<file path="src/rtl/branch_compare_unit.sv">
// branch_compare_unit: multi-cycle RV32I branch condition resolver, MSB chunk first,
// stopping at the first differing chunk.
module branch_compare_unit #(
    parameter int WIDTH = 32,
    parameter int CHUNK = 8,
    parameter int CNT_W = 16
) (
    input  logic             clk,
    input  logic             rst,
    input  logic             start,
    input  logic             flush,
    input  logic [2:0]       funct3,
    input  logic [WIDTH-1:0] RD1,
    input  logic [WIDTH-1:0] RD2,
    output logic             busy,
    output logic             done,
    output logic             BrRes,
    output logic             illegal,
    output logic [CNT_W-1:0] taken_cnt
);
    localparam int NCHUNK = WIDTH / CHUNK;
    localparam int KW = NCHUNK > 1 ? $clog2(NCHUNK) : 1;
    typedef enum logic {IDLE, SCAN} state_t;
    state_t state, state_n;
    logic [WIDTH-1:0] a, b, flip;
    logic [CHUNK-1:0] a_k, b_k;
    logic [KW-1:0] k;
    logic use_lt, inv, eq_k, last, res, accept, bad, resolve;
    // Flipping the sign bit of both operands turns a signed compare into an unsigned one.
    assign flip = (funct3[2] && !funct3[1]) ? {1'b1, {(WIDTH-1){1'b0}}} : '0;
    // Operands shift left each SCAN cycle so the current chunk is always the top one.
    assign a_k = a[WIDTH-1 -: CHUNK];
    assign b_k = b[WIDTH-1 -: CHUNK];
    assign eq_k = a_k == b_k;
    assign last = k == KW'(NCHUNK - 1);
    assign res = (use_lt ? a_k < b_k : eq_k) ^ inv;
    assign busy = state == SCAN;
    always_comb begin
        state_n = state;
        accept = 1'b0;
        bad = 1'b0;
        resolve = 1'b0;
        if (state == IDLE) begin
            bad = start && !flush && funct3[2:1] == 2'b01;
            accept = start && !flush && funct3[2:1] != 2'b01;
            state_n = accept ? SCAN : IDLE;
        end else begin
            resolve = !flush && (!eq_k || last);
            state_n = (flush || resolve) ? IDLE : SCAN;
        end
    end
    always_ff @(posedge clk or posedge rst) begin
        if (rst) state <= IDLE;
        else state <= state_n;
    end
    always_ff @(posedge clk or posedge rst) begin
        if (rst) begin
            a <= '0;
            b <= '0;
            k <= '0;
            use_lt <= 1'b0;
            inv <= 1'b0;
            done <= 1'b0;
            BrRes <= 1'b0;
            illegal <= 1'b0;
            taken_cnt <= '0;
        end else begin
            done <= resolve || bad;
            if (accept) begin
                a <= RD1 ^ flip;
                b <= RD2 ^ flip;
                k <= '0;
                use_lt <= funct3[2];
                inv <= funct3[0];
            end else if (state == SCAN) begin
                a <= a << CHUNK;
                b <= b << CHUNK;
                k <= k + 1'b1;
            end
            if (bad) begin
                illegal <= 1'b1;
                BrRes <= 1'b0;
            end
            if (resolve) begin
                illegal <= 1'b0;
                BrRes <= res;
                if (res && !(&taken_cnt)) taken_cnt <= taken_cnt + 1'b1;
            end
        end
    end
endmodule

</file>
<file path="config.mk">
export PLATFORM = sky130hd
export DESIGN_NAME = branch_compare_unit
export DESIGN_NICKNAME = d
export VERILOG_FILES = /design/src/rtl/branch_compare_unit.sv
export SDC_FILE = /design/constraint.sdc
export NUM_CORES = 1
export LEC_CHECK = 0
export ABC_AREA = 1
export BUFFER_PORTS_ARGS = -buffer_cell sky130_fd_sc_hd__buf_2
export CAP_MARGIN = 10
export CORE_AREA = 2 2 101 103
export CTS_CLUSTER_SIZE = 20
export DETAILED_ROUTE_END_ITERATION = 8
export DIE_AREA = 0 0 103 105
export GPL_ROUTABILITY_DRIVEN = 0
export PLACE_DENSITY_LB_ADDON = 0.15
export SETUP_SLACK_MARGIN = 0.3
export SKIP_LAST_GASP = 1
export SYNTH_ARGS = -nofsm -noshare
export SYNTH_HDL_FRONTEND = slang
export SYNTH_SLANG_ARGS = --single-unit
</file>
<file path="constraint.sdc">
create_clock -name clk -period 2.7 [get_ports clk]
set_input_delay 0.135 -clock clk [delete_from_list [all_inputs] [get_ports clk]]
set_output_delay 0.135 -clock clk [all_outputs]
set_load 0.05 [all_outputs]
</file>
; After elaboration in Yosys (flattened, before gate mapping)
; Index checks and enable logic that the tools add are counted.
[totals]
register_bits = 88
inputBits = 71
output_inout_bits = 20
wordCells = 55
[classes]
addsub = 2
order_cmp = 1
n_eq_ne = 4
muxes = 18
n_bitwise = 3
reduce_logical = 17
[op_table]
columns = operator, count
row1 = 32-bit two-way mux, 5
row2 = 32-bit XOR, 2
row3 = "16-bit by 1-bit adder with 16-bit output, second input constant", 1
row4 = 16-bit AND reduction, 1
row5 = 1-bit two-way mux, 11
row6 = 8-bit == test, 1
row7 = 8-bit less-than comparator, 1
row8 = 1-bit logical AND, 6
row9 = 1-bit logical NOT, 4
row10 = 2-bit two-way mux, 2
row11 = 2-bit nonzero test, 2
row12 = 1-bit logical OR, 3
row13 = "2-bit by 1-bit adder with 2-bit output, second input constant", 1
row14 = "2-bit by 1-bit == test with 1-bit output, second input constant", 1
row15 = "2-bit == test, second input constant", 1
row16 = "2-bit by 1-bit != test with 1-bit output, second input constant", 1
row17 = 2-bit AND reduction, 1
row18 = 1-bit XOR, 1

; Longest topological paths before layout
[depth]
ltp_word = 7
ltp_mapped = 15
depth_no_buf = 14

; Least setup slack after synthesis
; No wires, ideal clock.
[synth_timing]
kind = register to register
start = register taken_cnt[0]
end = register taken_cnt[10]
setup_time_ns = 0.120
arrival_ns = 1.782
t_required_ns = 2.580
path_slack_ns = 0.798
stages_incl_launch_ff = 8
path_buffers = 0
cell_sequence = dfrtp_1 ha_1 nand3_1 nor3_2 nand2_1 xnor2_1 nand4_1 nand2_1
[synth_between]
elab_chain_len = 4
[synth_rtl]
columns = element, line_no
row1 = from (decl), 19  ; output logic [CNT_W-1:0] taken_cnt
row2 = from (signal assigned), 87  ; if (res && !(&taken_cnt)) taken_cnt <= taken_cnt + 1'b1;
row3 = "parallel branches: the longest is 4 deep, another holds 16-bit by 1-bit adder with 16-bit output", -
; Parallel ways; which one is timed is not known.
; A chain may end at the register's enable or synchronous reset.

; Worst setup path after layout
[layout_timing]
start = register b[31]
end = register taken_cnt[4]
[layout_between]
elab_chain_len = 6
[layout_rtl]
columns = element, line_no
row1 = from (decl), 25  ; logic [WIDTH-1:0] a, b, flip;
row2 = from (signal assigned), 71  ; b <= RD2 ^ flip;
row3 = from (signal assigned), 77  ; b <= b << CHUNK;
row4 = "parallel branches: the longest is 5 deep, another holds 8-bit less-than comparator", -
row5 = 2-bit AND reduction (no line) (*), -
; Mark *: on every way between the ends.

==> impl_metrics.csv <==
group,metric,value,unit
routing,drt_pre_antenna_iters,4,
routing,via_count,3610,
sta,whs,0.006891,ns
setup_path,setup.worst_path.end,"taken_cnt[4]",
floorplan,io_pins,91,
finish,nets,673,
synthesis,syn_inst,490,
synthesis,synth_seq_area_share,51.96,%
floorplan,die_y,105,microns
routing,drt_iter0_markers,178,
global_route,grt_pass1_wl,17140,microns
setup_path,cpMaxStageDelayCell,"dfrtp_1",
setup_path,crit_path_end_kind,"register",
clock_network,clk_pin_slew,0.08,ns
global_route,grt_pass1_vias,3703,
routing,drc_errors,0,
hold_path,hold_path_class,"primary input to register",
global_route,antenna_found_initial,0,
clock_network,cts_tree,"done",
routing,wl_met3,473,microns
global_route,grt_overflow,0,
finish,syn_to_final_growth,23.47,%
sta,finalSetupViolations,0,
synthesis,yosys_warnings,0,
clock_network,ctsHtreeMaxLevel,3,
pwr,power_density,653.0,mW/mm^2
routing,wl_met1,4562,microns
clock_network,cts.sinks,88,
sta,tightest_slew,0.8270,ns
pwr,power.total,3417,uW
finish,drive_above_1_share,20.27,%
setup_path,crit_path_start,"b[31]",
sta,hold_violations,0,
finish,final_cells,730,
clock_network,worstSkewPairLatency,0.35,ns
sta,fin_crit_sh,77.81,%
floorplan,die_x,103,microns
sta,slew-limit-headroom,44.75,%
global_route,grt_max_degree,53,
sta,fmax,476.0,MHz
synthesis,synth_seq_cells,88,
sta,skew,0.01291,ns
routing,top_layer,"met4",
sta,drv_slew,0,
place,io_buffers,90,
synthesis,yosysTopAreaCell,"dfrtp_1",
global_route,grt.total_usage,20.05,%
synthesis,avgSynthCellArea,8.649,sq um
setup_path,path_max_fanout,18,
flow_run,maxCapViolCount,0,
setup_path,arrival,2.34,ns
finish,utilization,54.28,%
run_status,status,"complete, no violations",
setup_path,critical_path.max_stage_delay,0.37,ns
routing,route.met2.wl,4605,microns
setup_path,worstPathRequired,2.94,ns
routing,viasPerCell,4.945,
floorplan,design.core.area,0.009639,sq mm
finish,diodes,0,
synthesis,synthesis.nets,571,
pwr,vdd_drop_max,0.0003330,V
setup_path,r2r_cells,10,
sta,rsz0062_at_grt,"false",
sta,period_minus_slack,2.101,ns
pwr,p_leak,0.002639,uW
setup_path,cp-start-kind,"register",
routing,routed_wl,9863,microns
setup_path,r2r-start,"b[31]",
routing,drt.antenna.violating_nets,0,
routing,wire_per_inst,13.51,microns
floorplan,initial_utilization,43.96,%
synthesis,synth.distinct_cells,32,
setup_path,crit_type,"register to register",
floorplan,num_rows,36,
clock_network,cts_resized,0,
clock_network,cts_buffers,9,
setup_path,r2r_slack,0.60,ns
clock_network,root_buffer,"clkbuf_8",
floorplan,die_area,0.01082,sq mm
clock_network,clk_path_buf_depth,2,
sta,fin_setup_tns,0,ns
synthesis,synthTopCellsByArea,"dfrtp_1 (52%), nand2_1 (16%), nand3_1 (3.9%)",
synthesis,syn-cell-area,0.004238,sq mm
synthesis,netlist.area_leader.share,51.96,%
place,hpwl,6791,microns
setup_path,crit_path_cell_trace,"inv_1 -> ha_1 -> nand3_1 -> nor2_1 -> nand3b_1 -> nand3_1 -> inv_2 -> nand4_4 -> nand2_1 -> nand2_1",
place,dp.cells,696,
setup_path,r2r-end,"taken_cnt[4]",
==> area by class of cell <==
class	count	area, sq um
Multi-Input combinational cell	335	1774
Clock buffer	11	141.4
Tap cell	133	166.4
Sequential cell	88	2202
Timing Repair Buffer	114	700.7
Clock inverter	5	78.83
Fill cell	935	4407
Inverter	44	168.9
==> metrics by stage <==
stage / cell area [sq um] / setup WS [ns]
after floorplan: 4242 / 0.7982
after global placement: 4832 / 0.7044
after detailed placement: 4832 / 0.6094
after CTS: 5233 / 0.6055
after global routing: 5233 / 0.3762
final: 5233 / 0.5991
==> cell families after synthesis <==
family	share of synthesized area (%)
and+or+nand+nor	25.95
xor gates and xnor gates	2.893
AOI/OAI and AO/OA	9.802
DFF	51.96
adders and majority gates	2.952
buffers and inverters	6.437
==> power by group <==
part / switching [uW] / internal [uW]
Clock: 460 / 548
Combinational: 483 / 277
Sequential: 122 / 1530
==> flip-flops by register name (all words and copies together) (netlist names) <==
signal	count
inv	1
busy	1
b	32
k	2
illegal	1
done	1
BrRes	1
a	32
use_lt	1
taken_cnt	16
==> layout by cell type, fill, tap and decap left out, drive strengths merged, types with 3 or more instances in the layout <==
cell	n
a22o	12
o211ai	16
ha	10
xnor2	5
nor2	14
dlygate4sd3	18
xor2	9
nand4	20
clkinv	3
o21ai	13
nand3	34
dfrtp	88
a21oi	4
buf	96
a22oi	9
nand2	176
nor3	5
clkbuf	11
inv	43
==> what timing repair did <==
action | in CTS | in global routing
endpoints found under the hold margin | 53 | 0
setup buffers | 0 | 0
hold buffers | 18 | 0
==> worst min-delay path by stage <==
stage | start | to | slack, ns | cells past startpoint
floorplan | flush | busy | 0.23 | 1
global placement | rst | b[20] | 0.33 | 2
detailed placement | rst | b[12] | 0.33 | 2
CTS | RD2[4] | b[4] | 0.0004 | 2
global route | RD1[4] | a[4] | 0.0002 | 2
finish | RD2[21] | b[21] | 0.007 | 3
==> synth_stat cells, drive strengths merged <==
cell type,n
a21oi,4
a22o,12
a22oi,9
buf,12
clkbuf,11
clkinv,1
dfrtp,88
ha,10
inv,43
nand2,176
nand3,34
nand3b,2
nand4,20
nor2,14
nor3,5
o211ai,16
o21ai,13
o221ai,2
o22ai,2
o31ai,1
or2,1
xnor2,5
xor2,9
==> critical path, delay by kind of cell, from the launching register on <==
| family | cells | cell delay (ns) |
|---|---|---|
| buf+inv | 2 | 0.37 |
| fa+ha+maj | 1 | 0.30 |
| flops | 1 | 0.37 |
| simple gates | 7 | 0.94 |
==> routing by layer <==
| layer | vias to the layer above | global-route usage, % |
|---|---|---|
| met5 | - | 0 |
| met4 | 0 | 6.673 |
| met3 | 16 | 4.415 |
| met2 | 74 | 31.91 |
| met1 | 1699 | 26.95 |
| li1 | 1821 | - |
Note: power is estimated with default switching activity, not from simulation.
